--- config.mk ---
export PLATFORM = sky130hd
export DESIGN_NAME = alu_rs_flat
export DESIGN_NICKNAME = d
export VERILOG_FILES = /design/src/rtl/alu_rs_pkg.sv /design/src/rtl/alu_rs_if.sv /design/src/rtl/alu_rs_find_first.sv /design/src/rtl/alu_rs.sv /design/src/flat_wrapper.sv
export SDC_FILE = /design/constraint.sdc
export NUM_CORES = 2
export LEC_CHECK = 0
export CORE_MARGIN = 2
export CORE_UTILIZATION = 50
export CTS_CLUSTER_DIAMETER = 60
export CTS_CLUSTER_SIZE = 8
export DETAILED_ROUTE_END_ITERATION = 12
export GPL_ROUTABILITY_DRIVEN = 0
export PLACE_DENSITY = 0.69
export SKIP_LAST_GASP = 1
export SYNTH_ARGS = -nofsm -noshare
export SYNTH_HDL_FRONTEND = slang
export SYNTH_HIERARCHICAL = 1
export SYNTH_SLANG_ARGS = --single-unit
--- constraint.sdc ---
create_clock -name clk_in -period 4.5 [get_ports clk_in]
set_clock_uncertainty 0.1 [all_clocks]
set_input_delay 0.9 -clock clk_in [delete_from_list [all_inputs] [get_ports clk_in]]
set_output_delay 0.9 -clock clk_in [all_outputs]
set_load 0.1 [all_outputs]
--- src/rtl/alu_rs_pkg.sv ---
`default_nettype none
// ============================================================================
// Package     : alu_rs_pkg
// Description : Shared constants for the ALU reservation station: opcode
//               encodings (including the null opcode), ROB-id width, the
//               32-bit null value and the default station depth.
// Revision    : 1.0 - initial release
// ============================================================================
package alu_rs_pkg;

    localparam int RS_SIZE_DEF = 16;
    localparam int ROB_W_DEF   = 4;
    localparam int OP_W_DEF    = 6;

    localparam logic [31:0] NULL32 = 32'h0000_0000;

    // Internal ALU / branch / JALR opcodes
    localparam logic [OP_W_DEF-1:0] OP_NULL = 6'd0;
    localparam logic [OP_W_DEF-1:0] OP_ADD  = 6'd1;
    localparam logic [OP_W_DEF-1:0] OP_SUB  = 6'd2;
    localparam logic [OP_W_DEF-1:0] OP_AND  = 6'd3;
    localparam logic [OP_W_DEF-1:0] OP_OR   = 6'd4;
    localparam logic [OP_W_DEF-1:0] OP_XOR  = 6'd5;
    localparam logic [OP_W_DEF-1:0] OP_SLL  = 6'd6;
    localparam logic [OP_W_DEF-1:0] OP_SRL  = 6'd7;
    localparam logic [OP_W_DEF-1:0] OP_SRA  = 6'd8;
    localparam logic [OP_W_DEF-1:0] OP_SLT  = 6'd9;
    localparam logic [OP_W_DEF-1:0] OP_SLTU = 6'd10;
    localparam logic [OP_W_DEF-1:0] OP_BEQ  = 6'd11;
    localparam logic [OP_W_DEF-1:0] OP_BNE  = 6'd12;
    localparam logic [OP_W_DEF-1:0] OP_BLT  = 6'd13;
    localparam logic [OP_W_DEF-1:0] OP_BGE  = 6'd14;
    localparam logic [OP_W_DEF-1:0] OP_BLTU = 6'd15;
    localparam logic [OP_W_DEF-1:0] OP_BGEU = 6'd16;
    localparam logic [OP_W_DEF-1:0] OP_JALR = 6'd17;

endpackage : alu_rs_pkg
`default_nettype wire

--- src/rtl/alu_rs_if.sv ---
`default_nettype none
// ============================================================================
// Interface   : alu_rs_if
// Description : Issue, CDB snoop and ALU dispatch signals of the ALU
//               reservation station. The slave modport is the station; the
//               master modport is the surrounding core (issue stage, CDB
//               arbiter and ALU).
// Revision    : 1.0 - initial release
// ============================================================================
interface alu_rs_if
    import alu_rs_pkg::*;
#(
    parameter int ROB_W = ROB_W_DEF,
    parameter int OP_W  = OP_W_DEF
);
    // Issue side
    logic             issue_valid;
    logic [OP_W-1:0]  issue_op;
    logic [31:0]      issue_vj;
    logic [31:0]      issue_vk;
    logic             issue_qj_busy;
    logic             issue_qk_busy;
    logic [ROB_W-1:0] issue_qj;
    logic [ROB_W-1:0] issue_qk;
    logic [ROB_W-1:0] issue_dest;
    logic             rs_full;

    // Common data bus snoop
    logic             cdb_alu_valid;
    logic [ROB_W-1:0] cdb_alu_rob;
    logic [31:0]      cdb_alu_val;
    logic             cdb_lsb_valid;
    logic [ROB_W-1:0] cdb_lsb_rob;
    logic [31:0]      cdb_lsb_val;

    // Dispatch to the ALU
    logic             alu_flag;
    logic [31:0]      alu_val1;
    logic [31:0]      alu_val2;
    logic [OP_W-1:0]  alu_opcode;
    logic [ROB_W-1:0] alu_rob;

    modport master (
        output issue_valid, issue_op, issue_vj, issue_vk,
               issue_qj_busy, issue_qk_busy, issue_qj, issue_qk, issue_dest,
               cdb_alu_valid, cdb_alu_rob, cdb_alu_val,
               cdb_lsb_valid, cdb_lsb_rob, cdb_lsb_val,
        input  rs_full, alu_flag, alu_val1, alu_val2, alu_opcode, alu_rob
    );

    modport slave (
        input  issue_valid, issue_op, issue_vj, issue_vk,
               issue_qj_busy, issue_qk_busy, issue_qj, issue_qk, issue_dest,
               cdb_alu_valid, cdb_alu_rob, cdb_alu_val,
               cdb_lsb_valid, cdb_lsb_rob, cdb_lsb_val,
        output rs_full, alu_flag, alu_val1, alu_val2, alu_opcode, alu_rob
    );

endinterface : alu_rs_if
`default_nettype wire

--- src/rtl/alu_rs_find_first.sv ---
`default_nettype none
// ============================================================================
// Module      : rs_find_first
// Description : Find-first-set over an RS_SIZE-bit vector. Returns whether
//               any bit is set and the index of the lowest set bit.
// Revision    : 1.0 - initial release
// ============================================================================
module rs_find_first #(
    parameter int RS_SIZE = 16,
    parameter int IDX_W   = (RS_SIZE > 1) ? $clog2(RS_SIZE) : 1
) (
    input  wire logic [RS_SIZE-1:0] vec_i,
    output logic                    found_o,
    output logic [IDX_W-1:0]        idx_o
);

    // Scan from the top down so the lowest set bit is the last one written
    always_comb begin
        found_o = 1'b0;
        idx_o   = '0;
        for (int i = RS_SIZE - 1; i >= 0; i--) begin
            if (vec_i[i]) begin
                found_o = 1'b1;
                idx_o   = IDX_W'(i);
            end
        end
    end

endmodule : rs_find_first
`default_nettype wire

--- src/rtl/alu_rs.sv ---
`default_nettype none
// ============================================================================
// Module      : alu_rs
// Description : Reservation station for the integer ALU. Holds issued ops
//               until both operands are known, snoops the ALU and LSB CDB
//               ports for wakeup (with same-cycle bypass at issue), and
//               dispatches one ready op per cycle to the combinational ALU.
// Optional    : ALU_RS_AGE_ORDER_EN - per-entry age counters; select picks
//               the oldest ready entry instead of the lowest index.
// Revision    : 1.0 - initial release
// ============================================================================
module alu_rs
    import alu_rs_pkg::*;
#(
    parameter int RS_SIZE = RS_SIZE_DEF,
    parameter int ROB_W   = ROB_W_DEF,
    parameter int OP_W    = OP_W_DEF
) (
    input  wire logic clk_in,
    input  wire logic rst_in,
    input  wire logic flush_in,
    alu_rs_if.slave   bus
);

    localparam int IDX_W = (RS_SIZE > 1) ? $clog2(RS_SIZE) : 1;

    // Per-entry state
    logic [RS_SIZE-1:0] busy_q;
    logic [RS_SIZE-1:0] qj_busy_q;
    logic [RS_SIZE-1:0] qk_busy_q;
    logic [OP_W-1:0]    op_q   [RS_SIZE];
    logic [31:0]        vj_q   [RS_SIZE];
    logic [31:0]        vk_q   [RS_SIZE];
    logic [ROB_W-1:0]   qj_q   [RS_SIZE];
    logic [ROB_W-1:0]   qk_q   [RS_SIZE];
    logic [ROB_W-1:0]   dest_q [RS_SIZE];

    // Dispatch output registers
    logic               alu_flag_q;
    logic [31:0]        alu_val1_q;
    logic [31:0]        alu_val2_q;
    logic [OP_W-1:0]    alu_opcode_q;
    logic [ROB_W-1:0]   alu_rob_q;

    // Allocation / select
    logic               free_found;
    logic [IDX_W-1:0]   free_idx;
    logic [RS_SIZE-1:0] ready_vec;
    logic               sel_found;
    logic [IDX_W-1:0]   sel_idx;
    logic               issue_ok;

    // Issue operands after CDB bypass
    logic               iss_qj_busy;
    logic               iss_qk_busy;
    logic [31:0]        iss_vj;
    logic [31:0]        iss_vk;

    assign issue_ok  = bus.issue_valid && free_found;
    assign ready_vec = busy_q & ~qj_busy_q & ~qk_busy_q;

    rs_find_first #(
        .RS_SIZE (RS_SIZE),
        .IDX_W   (IDX_W)
    ) u_free_ff (
        .vec_i   (~busy_q),
        .found_o (free_found),
        .idx_o   (free_idx)
    );

`ifdef ALU_RS_AGE_ORDER_EN
    localparam logic [IDX_W-1:0] AGE_MAX = IDX_W'(RS_SIZE - 1);

    logic [IDX_W-1:0] age_q [RS_SIZE];
    logic [IDX_W-1:0] best_age;

    // Oldest ready entry; strict compare keeps the lower index on ties
    always_comb begin
        sel_found = 1'b0;
        sel_idx   = '0;
        best_age  = '0;
        for (int i = 0; i < RS_SIZE; i++) begin
            if (ready_vec[i] && (!sel_found || (age_q[i] > best_age))) begin
                sel_found = 1'b1;
                sel_idx   = IDX_W'(i);
                best_age  = age_q[i];
            end
        end
    end

    // Age counters: new entry starts at zero, every other busy entry ages
    always_ff @(posedge clk_in) begin
        if (rst_in) begin
            for (int i = 0; i < RS_SIZE; i++) begin
                age_q[i] <= '0;
            end
        end else if (!flush_in && issue_ok) begin
            for (int i = 0; i < RS_SIZE; i++) begin
                if (busy_q[i] && (age_q[i] != AGE_MAX)) begin
                    age_q[i] <= age_q[i] + IDX_W'(1);
                end
            end
            age_q[free_idx] <= '0;
        end
    end
`else
    rs_find_first #(
        .RS_SIZE (RS_SIZE),
        .IDX_W   (IDX_W)
    ) u_ready_ff (
        .vec_i   (ready_vec),
        .found_o (sel_found),
        .idx_o   (sel_idx)
    );
`endif

    // Same-cycle bypass of CDB results into the issuing op; ALU port wins
    always_comb begin
        iss_qj_busy = bus.issue_qj_busy;
        iss_vj      = bus.issue_vj;
        iss_qk_busy = bus.issue_qk_busy;
        iss_vk      = bus.issue_vk;
        if (bus.issue_qj_busy) begin
            if (bus.cdb_alu_valid && (bus.cdb_alu_rob == bus.issue_qj)) begin
                iss_qj_busy = 1'b0;
                iss_vj      = bus.cdb_alu_val;
            end else if (bus.cdb_lsb_valid && (bus.cdb_lsb_rob == bus.issue_qj)) begin
                iss_qj_busy = 1'b0;
                iss_vj      = bus.cdb_lsb_val;
            end
        end
        if (bus.issue_qk_busy) begin
            if (bus.cdb_alu_valid && (bus.cdb_alu_rob == bus.issue_qk)) begin
                iss_qk_busy = 1'b0;
                iss_vk      = bus.cdb_alu_val;
            end else if (bus.cdb_lsb_valid && (bus.cdb_lsb_rob == bus.issue_qk)) begin
                iss_qk_busy = 1'b0;
                iss_vk      = bus.cdb_lsb_val;
            end
        end
    end

    // Entry bookkeeping: wakeup, dispatch and issue, with reset then flush priority
    always_ff @(posedge clk_in) begin
        if (rst_in) begin
            busy_q       <= '0;
            qj_busy_q    <= '0;
            qk_busy_q    <= '0;
            alu_flag_q   <= 1'b0;
            alu_val1_q   <= NULL32;
            alu_val2_q   <= NULL32;
            alu_opcode_q <= OP_W'(OP_NULL);
            alu_rob_q    <= '0;
        end else if (flush_in) begin
            busy_q     <= '0;
            qj_busy_q  <= '0;
            qk_busy_q  <= '0;
            alu_flag_q <= 1'b0;
        end else begin
            // Wakeup from either CDB port; ALU port wins on a shared tag
            for (int i = 0; i < RS_SIZE; i++) begin
                if (busy_q[i] && qj_busy_q[i]) begin
                    if (bus.cdb_alu_valid && (bus.cdb_alu_rob == qj_q[i])) begin
                        qj_busy_q[i] <= 1'b0;
                        vj_q[i]      <= bus.cdb_alu_val;
                    end else if (bus.cdb_lsb_valid && (bus.cdb_lsb_rob == qj_q[i])) begin
                        qj_busy_q[i] <= 1'b0;
                        vj_q[i]      <= bus.cdb_lsb_val;
                    end
                end
                if (busy_q[i] && qk_busy_q[i]) begin
                    if (bus.cdb_alu_valid && (bus.cdb_alu_rob == qk_q[i])) begin
                        qk_busy_q[i] <= 1'b0;
                        vk_q[i]      <= bus.cdb_alu_val;
                    end else if (bus.cdb_lsb_valid && (bus.cdb_lsb_rob == qk_q[i])) begin
                        qk_busy_q[i] <= 1'b0;
                        vk_q[i]      <= bus.cdb_lsb_val;
                    end
                end
            end

            // Dispatch: outputs hold when nothing is ready
            alu_flag_q <= sel_found;
            if (sel_found) begin
                alu_val1_q       <= vj_q[sel_idx];
                alu_val2_q       <= vk_q[sel_idx];
                alu_opcode_q     <= op_q[sel_idx];
                alu_rob_q        <= dest_q[sel_idx];
                busy_q[sel_idx]  <= 1'b0;
            end

            // Issue into a slot that was free before this edge
            if (issue_ok) begin
                busy_q[free_idx]    <= 1'b1;
                op_q[free_idx]      <= bus.issue_op;
                vj_q[free_idx]      <= iss_vj;
                vk_q[free_idx]      <= iss_vk;
                qj_busy_q[free_idx] <= iss_qj_busy;
                qk_busy_q[free_idx] <= iss_qk_busy;
                qj_q[free_idx]      <= bus.issue_qj;
                qk_q[free_idx]      <= bus.issue_qk;
                dest_q[free_idx]    <= bus.issue_dest;
            end
        end
    end

    assign bus.rs_full    = &busy_q;
    assign bus.alu_flag   = alu_flag_q;
    assign bus.alu_val1   = alu_val1_q;
    assign bus.alu_val2   = alu_val2_q;
    assign bus.alu_opcode = alu_opcode_q;
    assign bus.alu_rob    = alu_rob_q;

endmodule : alu_rs
`default_nettype wire

--- src/flat_wrapper.sv ---
// flat-port wrapper written by rule: the top's interface ports become plain ports
module alu_rs_flat import alu_rs_pkg::*;
#(
    parameter int RS_SIZE = RS_SIZE_DEF,
    parameter int ROB_W   = ROB_W_DEF,
    parameter int OP_W    = OP_W_DEF
)
  (clk_in, rst_in, flush_in, bus_issue_valid, bus_issue_op, bus_issue_vj, bus_issue_vk, bus_issue_qj_busy, bus_issue_qk_busy, bus_issue_qj, bus_issue_qk, bus_issue_dest, bus_cdb_alu_valid, bus_cdb_alu_rob, bus_cdb_alu_val, bus_cdb_lsb_valid, bus_cdb_lsb_rob, bus_cdb_lsb_val, bus_rs_full, bus_alu_flag, bus_alu_val1, bus_alu_val2, bus_alu_opcode, bus_alu_rob);
  alu_rs_if #(.ROB_W(ROB_W), .OP_W(OP_W)) bus_i ();
  input  wire logic clk_in;
  input  wire logic rst_in;
  input  wire logic flush_in;
  input wire logic [$bits(bus_i.issue_valid)-1:0] bus_issue_valid;
  input wire logic [$bits(bus_i.issue_op)-1:0] bus_issue_op;
  input wire logic [$bits(bus_i.issue_vj)-1:0] bus_issue_vj;
  input wire logic [$bits(bus_i.issue_vk)-1:0] bus_issue_vk;
  input wire logic [$bits(bus_i.issue_qj_busy)-1:0] bus_issue_qj_busy;
  input wire logic [$bits(bus_i.issue_qk_busy)-1:0] bus_issue_qk_busy;
  input wire logic [$bits(bus_i.issue_qj)-1:0] bus_issue_qj;
  input wire logic [$bits(bus_i.issue_qk)-1:0] bus_issue_qk;
  input wire logic [$bits(bus_i.issue_dest)-1:0] bus_issue_dest;
  input wire logic [$bits(bus_i.cdb_alu_valid)-1:0] bus_cdb_alu_valid;
  input wire logic [$bits(bus_i.cdb_alu_rob)-1:0] bus_cdb_alu_rob;
  input wire logic [$bits(bus_i.cdb_alu_val)-1:0] bus_cdb_alu_val;
  input wire logic [$bits(bus_i.cdb_lsb_valid)-1:0] bus_cdb_lsb_valid;
  input wire logic [$bits(bus_i.cdb_lsb_rob)-1:0] bus_cdb_lsb_rob;
  input wire logic [$bits(bus_i.cdb_lsb_val)-1:0] bus_cdb_lsb_val;
  output wire logic [$bits(bus_i.rs_full)-1:0] bus_rs_full;
  output wire logic [$bits(bus_i.alu_flag)-1:0] bus_alu_flag;
  output wire logic [$bits(bus_i.alu_val1)-1:0] bus_alu_val1;
  output wire logic [$bits(bus_i.alu_val2)-1:0] bus_alu_val2;
  output wire logic [$bits(bus_i.alu_opcode)-1:0] bus_alu_opcode;
  output wire logic [$bits(bus_i.alu_rob)-1:0] bus_alu_rob;
  assign bus_i.issue_valid = bus_issue_valid;
  assign bus_i.issue_op = bus_issue_op;
  assign bus_i.issue_vj = bus_issue_vj;
  assign bus_i.issue_vk = bus_issue_vk;
  assign bus_i.issue_qj_busy = bus_issue_qj_busy;
  assign bus_i.issue_qk_busy = bus_issue_qk_busy;
  assign bus_i.issue_qj = bus_issue_qj;
  assign bus_i.issue_qk = bus_issue_qk;
  assign bus_i.issue_dest = bus_issue_dest;
  assign bus_i.cdb_alu_valid = bus_cdb_alu_valid;
  assign bus_i.cdb_alu_rob = bus_cdb_alu_rob;
  assign bus_i.cdb_alu_val = bus_cdb_alu_val;
  assign bus_i.cdb_lsb_valid = bus_cdb_lsb_valid;
  assign bus_i.cdb_lsb_rob = bus_cdb_lsb_rob;
  assign bus_i.cdb_lsb_val = bus_cdb_lsb_val;
  assign bus_rs_full = bus_i.rs_full;
  assign bus_alu_flag = bus_i.alu_flag;
  assign bus_alu_val1 = bus_i.alu_val1;
  assign bus_alu_val2 = bus_i.alu_val2;
  assign bus_alu_opcode = bus_i.alu_opcode;
  assign bus_alu_rob = bus_i.alu_rob;
  alu_rs #(.RS_SIZE(RS_SIZE), .ROB_W(ROB_W), .OP_W(OP_W)) u_core (.clk_in(clk_in), .rst_in(rst_in), .flush_in(flush_in), .bus(bus_i));
endmodule
======== Word level (Yosys, flattened, before mapping) ========
Memories as Yosys holds them, arrays and structs flattened. A register that Yosys moved wholly into a read port is not among the register bits.
Cells that the tools add are included.
word-level totals
  register bits after elaboration ......... 49
  bits in writable memories ............... 1312
  bits of input ports ..................... 162
  output and inout bits ................... 76
  word-level logic and storage cells ...... 865
  memories kept ........................... 6
operators by class
  order comparisons ....................... 4
  equality and inequality tests ........... 68
  mux-type cells .......................... 636
  bitwise gates (word level) .............. 41
  reduce and logical (&&, ||, !) cells .... 106
memories
  memory         depth  width  read ports  clocked after memory_dff  wr ports  RTL line      source
  u_core.vj_q    16     32     1           1                         17        alu_rs.sv:32  logic [31:0] vj_q [RS_SIZE];
  u_core.vk_q    16     32     1           1                         17        alu_rs.sv:33  logic [31:0] vk_q [RS_SIZE];
  u_core.op_q    16     6      1           1                         1         alu_rs.sv:31  logic [OP_W-1:0] op_q [RS_SIZE];
  u_core.dest_q  16     4      1           1                         1         alu_rs.sv:36  logic [ROB_W-1:0] dest_q [RS_SIZE];
  u_core.qj_q    16     4      16          0                         1         alu_rs.sv:34  logic [ROB_W-1:0] qj_q [RS_SIZE];
  u_core.qk_q    16     4      16          0                         1         alu_rs.sv:35  logic [ROB_W-1:0] qk_q [RS_SIZE];
operator list
  kind                                                               count
  two-way mux 32 bit                                                 38
  two-way mux 1 bit                                                  556
  equality test 4 bit                                                68
  two-way mux 4 bit                                                  32
  logical AND 1 bit                                                  103
  two-way mux 16 bit                                                 6
  NOT 16 bit                                                         4
  AND 16 bit                                                         3
  bitwise mux 16 bit                                                 2
  bitwise OR 1 bit                                                   32
  bitwise OR 16 bit                                                  1
  AND reduction 16 bit                                               1
  less-than comparator 4 x 5 -> 1 bit, second input constant         2
  demux 1 bit (select 4 bit)                                         2
  greater-or-equal comparator 4 x 1 -> 1 bit, second input constant  2
  AND reduction 2 bit                                                1
  OR reduction 2 bit                                                 1
  NOT 1 bit                                                          1

======== Depth between registers and ports, before layout ========
  depth after elaboration ................. 30
  mapped depth ............................ 15
  depth with buffers taken out ............ 11

======== By module ========
Netlist, hierarchy kept.
by module, submodules not included
  module         times used  cells an instance  area an instance (um^2)  sequential area each (um^2)
  alu_rs         1           5606               81559.5                  41860.1
  rs_find_first  2           33                 178.9                    0.0

======== Worst setup path before layout ========
Ideal clock, no wire load.
  path type ............................... reg2out
  from .................................... register u_core.busy_q[10]
  to ...................................... output port bus_rs_full
  arrival ................................. 3579 ps
  data required time ...................... 3500 ps
  slack ................................... -79 ps
  cell stages (with the launch flop) ...... 4
  path buffers ............................ 1
  cells stage by stage .................... dfxtp_1 > clkbuf_1 > nand4_1 > nor4_1
between the ends
  word-level cells in the longest chain between the ends .. 1
ends and longest elaborated chain
  what                             RTL line            source
  start, declared                  alu_rs.sv:28        logic [RS_SIZE-1:0] busy_q;
  start signal, assigned           alu_rs.sv:146       busy_q <= '0;
  start signal, assigned           alu_rs.sv:155       busy_q <= '0;
  start signal, assigned by index  alu_rs.sv:189       busy_q[sel_idx] <= 1'b0;
  AND reduction 16 bit             alu_rs.sv:207       assign bus.rs_full = &busy_q;
  end, declared                    flat_wrapper.sv:28  output wire logic [$bits(bus_i.rs_full)-1:0] bus_rs_full;
No other way between the ends.

======== Final worst setup path ========
  from .................................... register u_core.busy_q[15]
  to ...................................... register u_core.alu_val2_q[25] (netlist: u_core/bus.alu_val2[25]) (read register of u_core.vk_q)
between the ends
  elaborated cells on any way between the ends .. 35
  those cells by class .................... mux (32); bitwise (2); reduce/logical (1)
RTL lines
  what                             RTL line                 source
  AND 16 bit (2 in a row)          alu_rs.sv:60             assign ready_vec = busy_q & ~qj_busy_q & ~qk_busy_q;
  via u_core.ready_vec[15]         alu_rs.sv:48             logic [RS_SIZE-1:0] ready_vec;
  two-way mux 4 bit (16 in a row)  alu_rs_find_first.sv:22  if (vec_i[i]) begin
  via u_core.sel_idx[0]            alu_rs.sv:50             logic [IDX_W-1:0] sel_idx;
  end, declared                    alu_rs.sv:41             logic [31:0] alu_val2_q;
The timed path passes the listed nets, and every way through them passes these cells.
A chain may end at the register's enable or synchronous reset.

==> impl_results.md <==
- Required @ worst endpoint: 5110 ps
- Cts repair resizes: 0
- Total nets after synthesis: 5,834
- Worst Setup End Kind: register
- DIE HEIGHT: 408.8 microns
- Core Area: approximately 160,000 sq um
- Final max-slew violation count: 0
- Post-synth EDFFs: 1,312
- Slowest cell delay on critical path: about 640 ps
- Clock-pin slew on the worst setup and hold paths: 50 ps
- Part of the power in registers: between 40% and 50%
- Detailed Route WL: about 300 mm
- Critical path type: reg2reg
- Seq/Total Area, Yosys: 51.10%
- Worst skew pair latency: just under 900 ps
- Fin Setup TNS: 0 ps
- Layout cell share with drive strength beyond 1: about a fifth
- Worst Setup SP: u_core/busy_q[15]$_SDFF_PP0_
- Most frequent cells in the layout: 1,983 x mux2i_1, 1,312 x edfxtp_1, 370 x mux4_2
- FFs w/ async S/R, synth: 0%
- Worst Hold Class: reg2reg
- Die W: ~410 microns
- First-pass GRT wire length: approximately 420 mm
- DR vias/cell: 6.929
- Clock share of power: 46.3%
- Buf+Inv Stages, Crit Path: 3
- IO Count: ~240
- Cell Area, Synth: between 80,000 and 90,000 sq um
- HPWL Detailed: between 150 and 200 mm
- Crit-path cells: inv_1 > nor3_1 > a21oi_1 > o311a_2 > o22ai_4 > buf_12 > buf_4 > mux4_2 > mux4_2 > a22o_1
- Seq. cell area: roughly 42,000 sq um
- Reg-to-reg slack, setup: 320 ps
- Synth-to-layout area growth: 15.81%
- Fin crit period: about 4200 ps
- Arr. time, crit path: approximately 4800 ps
- CP Max Fanout: 23
- R2R depth: 10
- Most common cell after layout, fill and taps aside: mux2i_1
- Max-slew headroom: 26.98%
- Setup bufs post-CTS: 0
- CP top delay family: compound AO/OA/AOI/OAI gates
- Crit path capture: u_core/bus.alu_val2[25]$_SDFFE_PP0P_
- Hold buffer count at cts: 0
- Final Hold Fails: 0
- Avg Cell Area, Syn: roughly 14 sq um
- Critical path depth: 10
- Status: completed
- FF+latch count, synth: 1,435
- Library cells used by synthesis: 66
- Synthesized instance count: roughly 5,700
- Wire length per cell after detailed routing: ~37 microns
- Largest net degree at the start of global routing: 76
- Drt first pass iters: 8
- Peak supply drop: slightly above 0.0004 V
- Layout Nets: around 6,000
- Clock sinks: ~1,400
- Antenna violations before repair: 5
- CTS HTree Levels: 4
- Gr usage total: around a third
- Synth Warn #: 6
- Post-layout util: approximately three fifths
- Residual overflow from global routing: 0
- Net Switching: 7.714 mW
- DR DRC count: 0
- CTS buffer count: between 200 and 250
- Vias in the first global route: approximately 56,000
- RSZ-0062 raised after global routing: no
- Via count: 56,310
- R2R Path Start: u_core/busy_q[15]$_SDFF_PP0_
- CTS tree: yes
- Met1 Usage GRT: 47.34%
- Maxcap violations: 0
- Initial drt markers: between 8,000 and 9,000
- Fin Hold WS: around 380 ps
- Crit share post-route: between 90% and 100%
- Tightest Pin Transition: 1092 ps
- Slowest CP cell: o22ai_4
- Clock buffer depth: 3
- Part of the power in combinational logic: approximately 7.7%
- Sw Ratio: 24.23%
- CP Launch Type: register
- Met2 Use GR: 53.05%
- Routed Antenna Nets: 0
- Pint: roughly 24 mW
- Final-layout fill cell count: 12,537
- Root buffer cell: clkbuf_16
- Post-synth top flop: edfxtp_1
- Setup violators final: 0
- Pleak: 33.52 nW
- Std-Cell Rows: roughly 150
- Fmax achieved: about 0.24 GHz
- Global-route track usage on met3: about 8.7%
- CP most frequent cell: mux4_2
- Die ar.: between 150,000 and 200,000 sq um
- Footprint of the multi-input gates: between 30,000 and 40,000 sq um
- Power per cell area: between 300 and 400 nW/um^2
- Top Usage Layer GRT: met2
- Reg-to-reg endpoint: u_core/bus.alu_val2[25]$_SDFFE_PP0P_
- Initial Util: about half
- Port buffer count: 237
==> synthesized netlist by cell type, drive strengths merged, types with 34 or more instances <==
library cell     n  area [sq um]
a22o            75         656.9
xor2           166          1454
edfxtp        1312         39400
xnor2          106         928.4
mux2i         1983         19850
dfxtp          123          2462
mux2            34         382.9
mux4           370          8333
buf            300          1891
clkbuf         422          1584
a21oi          121         680.7
nor3            65         350.3
nor2            95         361.6
nand2          113         424.2
nand3           71         355.3
inv             38         142.6
and3            35         219.0
==> power by group through the flow <==
stage	logic, mW	clock network (mW)	registers [mW]
floorplan	1.46	0	15.0
CTS	2.42	14.8	14.6
global route	2.62	15.4	14.6
detailed placement	2.41	0	14.9
global placement	2.35	0	14.9
finish	2.47	14.7	14.6
==> per-layer routing <==
layer  routed length (microns)  part of all wire, %
met1                    112100                   38
met2                    133500                   45
met3                     35550                   12
met4                     15760                  5.3
met5                         8               0.0027
==> registers in the layout, indices dropped and copies added (netlist names), 4 cells and up <==
name	count
u_core/bus.alu_opcode	6
u_core/bus.alu_rob	4
u_core/bus.alu_val1	32
u_core/bus.alu_val2	32
u_core/busy_q	16
u_core/dest_q	64
u_core/op_q	96
u_core/qj_busy_q	16
u_core/qj_q	64
u_core/qk_busy_q	16
u_core/qk_q	64
u_core/vj_q	512
u_core/vk_q	512
==> cell families after synthesis <==
kind of cell / Yosys count / share of synthesized area, %
flops: 1435 / 51.10
buf+inv: 760 / 4.416
simple gates: 472 / 2.907
mux: 2387 / 34.87
xor+xnor: 272 / 2.908
compound gates: 346 / 3.799
==> metrics by stage <==
step	setup slack (ps)	std cells	instance area (sq um)	power, mW
floorplan	153.9	5672	81920	16.48
global placement	99.77	7762	88780	17.24
detailed placement	72.51	7762	88780	17.30
CTS	442.2	8124	94860	31.88
global route	200.2	8124	94860	32.65
finish	321.6	8127	94870	31.83
==> worst min path at each step <==
stage / end / cells past startpoint / start / slack, ps
2_1_floorplan: u_core/qk_busy_q[13]$_SDFF_PP0_ / 2 / u_core/qk_busy_q[13]$_SDFF_PP0_ / 360
5_1_grt: u_core/bus.alu_val1[8]$_SDFFE_PP0P_ / 1 / u_core/bus.alu_val1[8]$_SDFFE_PP0P_ / 390
6_report: u_core/bus.alu_val1[8]$_SDFFE_PP0P_ / 1 / u_core/bus.alu_val1[8]$_SDFFE_PP0P_ / 380
3_5_place_dp: u_core/bus.alu_val2[19]$_SDFFE_PP0P_ / 1 / u_core/bus.alu_val2[19]$_SDFFE_PP0P_ / 370
3_3_place_gp: u_core/bus.alu_val2[19]$_SDFFE_PP0P_ / 1 / u_core/bus.alu_val2[19]$_SDFFE_PP0P_ / 360
4_1_cts: u_core/bus.alu_val2[9]$_SDFFE_PP0P_ / 1 / u_core/bus.alu_val2[9]$_SDFFE_PP0P_ / 380
==> area by class of cell <==
class                           instances  share of cell area (%)
Sequential cell                      1435                   44.12
Multi-Input combinational cell       3477                   39.23
Timing Repair Buffer                  637                   7.212
Clock buffer                          338                   5.932
Tap cell                             2175                   2.869
Clock inverter                         24                  0.4748
Inverter                               38                  0.1504
Antenna cell                            3                0.007913
No activity file was read; power rests on OpenSTA's default activity.
